===== src/rtl/match_counter_pkg.sv =====
// Shared types for the wildcard-rule match counter.
// Optional status feature: MATCH_COUNTER_STATUS_EN.
package match_counter_pkg;

  localparam int ACTION_W = 2;
  localparam int MAX_W    = 32;

  typedef enum logic [ACTION_W-1:0] {
    ACT_INC   = 2'b00,
    ACT_CLEAR = 2'b01,
    ACT_LOAD  = 2'b10,
    ACT_HOLD  = 2'b11
  } action_t;

  // Fields are sized for the widest counter and zero-extended.
  typedef struct packed {
    logic             valid;
    logic [MAX_W-1:0] value;
    logic [MAX_W-1:0] mask;
    action_t          action;
    logic [MAX_W-1:0] load;
  } rule_t;

endpackage


===== src/rtl/match_counter_rule.sv =====
// One match rule: storage, write decode and wildcard compare.
// Zero-extension keeps upper field bits neutral in the compare.
module match_counter_rule
  import match_counter_pkg::*;
#(
  parameter int WIDTH = 8,
  parameter int IW    = 2,
  parameter int IDX   = 0
) (
  input  logic             clk,
  input  logic             rst_n,
  input  logic             cfg_we,
  input  logic [IW-1:0]    cfg_idx,
  input  logic [WIDTH-1:0] cfg_value,
  input  logic [WIDTH-1:0] cfg_mask,
  input  logic [1:0]       cfg_action,
  input  logic [WIDTH-1:0] cfg_load,
  input  logic             cfg_enable,
  input  logic [WIDTH-1:0] led,
  output logic             hit,
  output action_t          act,
  output logic [WIDTH-1:0] load
);

  rule_t            rule_q;
  logic [MAX_W-1:0] led_ext;

  // Capture the rule when this slot is addressed
  always_ff @(posedge clk or negedge rst_n) begin
    if (!rst_n) begin
      rule_q <= '0;
    end else if (cfg_we && cfg_idx == IW'(IDX)) begin
      rule_q.valid  <= cfg_enable;
      rule_q.value  <= MAX_W'(cfg_value);
      rule_q.mask   <= MAX_W'(cfg_mask);
      rule_q.action <= action_t'(cfg_action);
      rule_q.load   <= MAX_W'(cfg_load);
    end
  end

  assign led_ext = MAX_W'(led);
  assign hit  = rule_q.valid &&
                (((led_ext ^ rule_q.value) & rule_q.mask) == '0);
  assign act  = rule_q.action;
  assign load = WIDTH'(rule_q.load);

endmodule


===== src/rtl/match_counter.sv =====
// Counter steered by a prioritised table of wildcard rules.
// MATCH_COUNTER_STATUS_EN adds sticky per-rule hit flags.
module match_counter
  import match_counter_pkg::*;
#(
  parameter int WIDTH     = 8,
  parameter int NUM_RULES = 4,
  parameter int STEP      = 1,
  localparam int IW = (NUM_RULES > 1) ? $clog2(NUM_RULES) : 1
) (
  input  logic             CLK,
  input  logic             RST_N,
  input  logic             EN,
  input  logic             CFG_WE,
  input  logic [IW-1:0]    CFG_IDX,
  input  logic [WIDTH-1:0] CFG_VALUE,
  input  logic [WIDTH-1:0] CFG_MASK,
  input  logic [1:0]       CFG_ACTION,
  input  logic [WIDTH-1:0] CFG_LOAD,
  input  logic             CFG_ENABLE,
  output logic [WIDTH-1:0] LED,
  output logic             MATCH,
  output logic [IW-1:0]    MATCH_IDX
`ifdef MATCH_COUNTER_STATUS_EN
  ,
  input  logic                 STICKY_CLR,
  output logic [NUM_RULES-1:0] STICKY_HIT
`endif
);

  localparam logic [WIDTH-1:0] STEP_W = WIDTH'(STEP);

  logic [NUM_RULES-1:0] hits;
  action_t              acts  [NUM_RULES];
  logic [WIDTH-1:0]     loads [NUM_RULES];

  logic [WIDTH-1:0] led_q;
  logic [WIDTH-1:0] led_nxt;
  logic             any;
  logic [IW-1:0]    win;
  action_t          act_sel;
  logic [WIDTH-1:0] load_sel;

  for (genvar g = 0; g < NUM_RULES; g++) begin : g_rule
    match_counter_rule #(
      .WIDTH(WIDTH),
      .IW   (IW),
      .IDX  (g)
    ) u_rule (
      .clk       (CLK),
      .rst_n     (RST_N),
      .cfg_we    (CFG_WE),
      .cfg_idx   (CFG_IDX),
      .cfg_value (CFG_VALUE),
      .cfg_mask  (CFG_MASK),
      .cfg_action(CFG_ACTION),
      .cfg_load  (CFG_LOAD),
      .cfg_enable(CFG_ENABLE),
      .led       (led_q),
      .hit       (hits[g]),
      .act       (acts[g]),
      .load      (loads[g])
    );
  end

  // Lowest-index hit wins; no hit falls back to INC
  always_comb begin
    any      = 1'b0;
    win      = '0;
    act_sel  = ACT_INC;
    load_sel = '0;
    for (int i = NUM_RULES - 1; i >= 0; i--) begin
      if (hits[i]) begin
        any      = 1'b1;
        win      = IW'(i);
        act_sel  = acts[i];
        load_sel = loads[i];
      end
    end
  end

  // Next count from the winning action
  always_comb begin
    led_nxt = led_q;
    unique case (act_sel)
      ACT_INC:   led_nxt = led_q + STEP_W;
      ACT_CLEAR: led_nxt = '0;
      ACT_LOAD:  led_nxt = load_sel;
      ACT_HOLD:  led_nxt = led_q;
    endcase
  end

  // Count register, advances only when enabled
  always_ff @(posedge CLK or negedge RST_N) begin
    if (!RST_N) begin
      led_q <= '0;
    end else if (EN) begin
      led_q <= led_nxt;
    end
  end

  assign LED       = led_q;
  assign MATCH     = any;
  assign MATCH_IDX = win;

`ifdef MATCH_COUNTER_STATUS_EN
  logic [NUM_RULES-1:0] sticky_q;
  logic [NUM_RULES-1:0] set_vec;

  // One-hot of the rule that acts on this edge
  always_comb begin
    set_vec = '0;
    if (EN && any) begin
      set_vec[win] = 1'b1;
    end
  end

  // Sticky flags; a new hit beats a same-cycle clear
  always_ff @(posedge CLK or negedge RST_N) begin
    if (!RST_N) begin
      sticky_q <= '0;
    end else begin
      sticky_q <= (STICKY_CLR ? '0 : sticky_q) | set_vec;
    end
  end

  assign STICKY_HIT = sticky_q;
`endif

endmodule


===== config.mk =====
export PLATFORM = sky130hd
export DESIGN_NAME = match_counter
export DESIGN_NICKNAME = d
export VERILOG_FILES = /design/src/rtl/match_counter_pkg.sv /design/src/rtl/match_counter_rule.sv /design/src/rtl/match_counter.sv
export SDC_FILE = /design/constraint.sdc
export NUM_CORES = 1
export LEC_CHECK = 0
export CAP_MARGIN = 30
export CORE_MARGIN = 3
export CORE_UTILIZATION = 55
export CTS_BUF_LIST = sky130_fd_sc_hd__clkbuf_4
export CTS_CLUSTER_DIAMETER = 30
export DETAILED_ROUTE_END_ITERATION = 8
export GPL_TIMING_DRIVEN = 0
export PLACE_DENSITY = 0.84
export SLEW_MARGIN = 40
export SYNTH_ARGS = -nofsm -noshare
export SYNTH_HDL_FRONTEND = slang
export SYNTH_SLANG_ARGS = --single-unit

===== constraint.sdc =====
create_clock -name CLK -period 5.7 [get_ports CLK]
set_input_delay 1.14 -clock CLK [delete_from_list [all_inputs] [get_ports CLK]]
set_output_delay 1.14 -clock CLK [all_outputs]
set_load 0.05 [all_outputs]

==> out/metrics.csv <==
stage,metric,value,unit
clock_tree,max-clock-path-buffers,2,
logic_synthesis,synthFlopType,dfrtp_1,
cells_and_area,area_growth,16.3,%
floorplan,coreArea,0.00942,mm2
global_route,grt_usage,0.236,
cells_and_area,nFillCells,746,
setup_path,path_class,reg2out,
timing,whs,479,ps
routing,drtIter0Drc,163,
timing,setup_viol,0,
pwr,p_per_area,432,mW/mm2
cells_and_area,final_nets,523,
global_route,grt-ovfl-total,0,
timing,finalMaxSlewViolations,0,
logic_synthesis,synthAdderAreaFrac,0.00692,
cells_and_area,layout.cells.non_filler,629,
placement,placed_cells,597,
logic_synthesis,ys_ff_latch,116,
routing,avgViaCountPerCell,5.85,
routing,vias,3677,
routing,wl,12.4,mm
clock_tree,htree_levels,4,
clock_tree,cts-root-buf,clkbuf_4,
global_route,grt_pass1_vias,3864,
logic_synthesis,synthesis.area,0.00542,mm2
setup_path,crit_end,MATCH_IDX[0],
global_route,grtUsageMet3,0.0625,
timing,finalHoldViolCount,0,
clock_tree,cts_buffers,17,
global_route,top_usage_layer,met2,
routing,ant_nets,0,
placement,gp_congestion,0.852,
setup_path,arrival,3380,ps
setup_path,critPathMaxStageDelay,810,ps
timing,rsz0062_at_grt,false,
logic_synthesis,synth_nets,460,
placement,dpl_cell_area,0.00605,mm2
logic_synthesis,synth_top_family_by_area,multiplexers,
cells_and_area,drive_gt1_frac,0.324,
timing,tightest_slew,850,ps
timing,fin_crit_sh,0.794,
logic_synthesis,syn_inst,424,
floorplan,die_w,105,um
global_route,use_met1,0.289,
clock_tree,post_cts_resized,0,
logic_synthesis,synth_area_leaders,"dfrtp_1 (54%), mux2_2 (23%), xor2_1 (5.2%)",
worst_hold_path,min_path_type,in2async,
setup_path,crit_path_max_fanout,10,
clock_tree,ctsHoldBuffers,0,
floorplan,rows,35,
setup_path,crit_start,LED[1],
setup_path,cp.depth,8,
clock_tree,cts_tree,done,
logic_synthesis,ys_seq_area_frac,0.535,
cells_and_area,final_area,0.00630,mm2
setup_path,critPathCaptureType,output pin,
setup_path,r2r-end,LED[2],
logic_synthesis,netlist.top_cell.by_area,dfrtp_1,
placement,dp_hpwl,8.78,mm
cells_and_area,antennaDiodeCount,0,
global_route,grtUsageMet2,0.392,
routing,dr.pass1.iters,5,
global_route,grt_pass1_wl,19.9,mm
clock_tree,cts.sinks,116,
logic_synthesis,avgSynthCellArea,12.8,um2
timing,fin_skew,19.6,ps
timing,period_needed,4520,ps
global_route,grt_max_degree,68,
logic_synthesis,synth_top_area_frac,0.535,
setup_path,reg2regPathDepth,14,
setup_path,startpoint_type,register,
setup_path,cp_top_family,buffers and inverters,
logic_synthesis,synth-edff-count,0,
clock_tree,postCtsSetupRepairBufs,0,
placement,numPortBuffers,43,
floorplan,start_util,0.576,
floorplan,ios,44,
setup_path,r2r_start,LED[1],
clock_tree,clk_pin_slew,110,ps
setup_path,path_buf_inv,3,
status,status,"complete, no violations",
floorplan,die_h,105,um
logic_synthesis,yosys.area_share.xor_xnor,0.0582,
timing,slew-limit-headroom,0.431,
logic_synthesis,ys_warn_count,0,
floorplan,die-area,0.0111,mm2
setup_path,cp_slowest_cell,clkdlybuf4s50_1,
routing,wl_per_cell,19.7,um
pwr,p_leak,0.00265,uW
clock_tree,clock_latency,550,ps
pwr,ir_worst_vdd,0.000314,V
pwr,p_total,2720,uW
logic_synthesis,synthSimpleGateAreaFrac,0.0575,
setup_path,critPathRequiredTime,4560,ps
timing,fmax,0.221,GHz
flow_run,maxCapViolCount,0,
setup_path,reg2reg_slack,1840,ps
logic_synthesis,synthMuxAreaShare,0.228,
setup_path,crit_chain,buf_2 -> xor2_1 -> a222oi_1 -> and4_1 -> buf_4 -> a21oi_1 -> nor2_1 -> clkdlybuf4s50_1,
logic_synthesis,async_reset_ff_frac,1.00,
logic_synthesis,synth-compound-area-share,0.0829,
routing,drc,0,
global_route,grt_antenna_before_repair,0,
logic_synthesis,ys_types,40,
kinds of logic after synthesis:
kind of cell	Yosys count
flops	116
mux	110
compound gates	68
simple gates	62
xor+xnor	36
buf+inv	29
fa+ha+maj	3
layout by cell type (no fill, tap or decap), types with 10 or more instances in the layout:
cell type,netlist,layout
dfrtp_1,116,116
mux2_2,109,109
clkdlybuf4s50_1,0,42
xor2_1,32,32
a21oi_1,28,28
clkbuf_4,0,17
nand2_1,16,16
nand3_1,15,15
a22oi_1,10,10
Yosys cell counts (2+ instances only):
library cell and number:
dfrtp_1 116, mux2_2 109, xor2_1 32, a21oi_1 28, nand2_1 16, nand3_1 15, a22oi_1 10, buf_2 8
clkbuf_1 8, nor2_1 8, buf_6 5, o21ai_0 5, o22a_1 5, o31ai_1 5, buf_1 4, nand4_1 4
nor3_1 4, o22ai_1 4, xnor2_1 4, and3_1 3, buf_4 3, ha_1 3, a222oi_1 2, nand2b_1 2
nand3b_1 2, nor2b_1 2, o22ai_2 2, o32a_1 2, or2_1 2
per-stage QoR:
step | utilization | TNS (ps) | worst slack (ps)
3_5_place_dp | 0.642 | 0 | 1760
3_3_place_gp | 0.639 | -86300 | -749
6_report | 0.670 | 0 | 1180
5_1_grt | 0.670 | 0 | 1090
4_1_cts | 0.670 | 0 | 1180
2_1_floorplan | - | 0 | 1860
how the worst min path moves through the flow:
stage	end	slack [ps]	depth (start not counted)	from
floorplan	g_rule[3].u_rule.act[1]	470	1	g_rule[3].u_rule.act[1]
global placement	g_rule[3].u_rule.act[1]	480	1	g_rule[3].u_rule.act[1]
detailed placement	g_rule[1].u_rule.load[7]	490	1	g_rule[1].u_rule.load[7]
CTS	g_rule[1].u_rule.load[4]	490	1	RST_N
global route	g_rule[3].u_rule.load[0]	480	1	RST_N
finish	g_rule[2].u_rule.load[0]	480	1	RST_N
registers in the layout (all words and copies together), names as in the netlist:
name                  cells
LED                       8
g_rule.u_rule.act         8
g_rule.u_rule.load       32
g_rule.u_rule.rule_q     68
metal layers:
layer  vias up  routed length, um  part of all wire
li1       1663                  -                 -
met3        34                699             0.056
met1      1861               5060              0.41
met2       119               6290              0.51
met4         0                342             0.028
met5         -                  0                 0
area by class of cell:
cell class              instances  area, um2  area share
plain buffers                  28        164      0.0260
clock buffers                  17        128      0.0202
clock inverters                15        131      0.0208
inverters                       1       3.75    0.000595
multi-input cells             279       2350       0.373
flip-flops and latches        116       2900       0.460
well taps                     129        161      0.0256
repair buffers                 44        463      0.0734
power by group:
| part | internal (uW) | leakage, uW | switching [uW] |
|---|---|---|---|
| logic | 457 | 0.00115 | 609 |
| registers | 994 | 0.00137 | 108 |
| clock network | 217 | 0.000131 | 340 |
No activity file was read; power rests on OpenSTA's default activity.
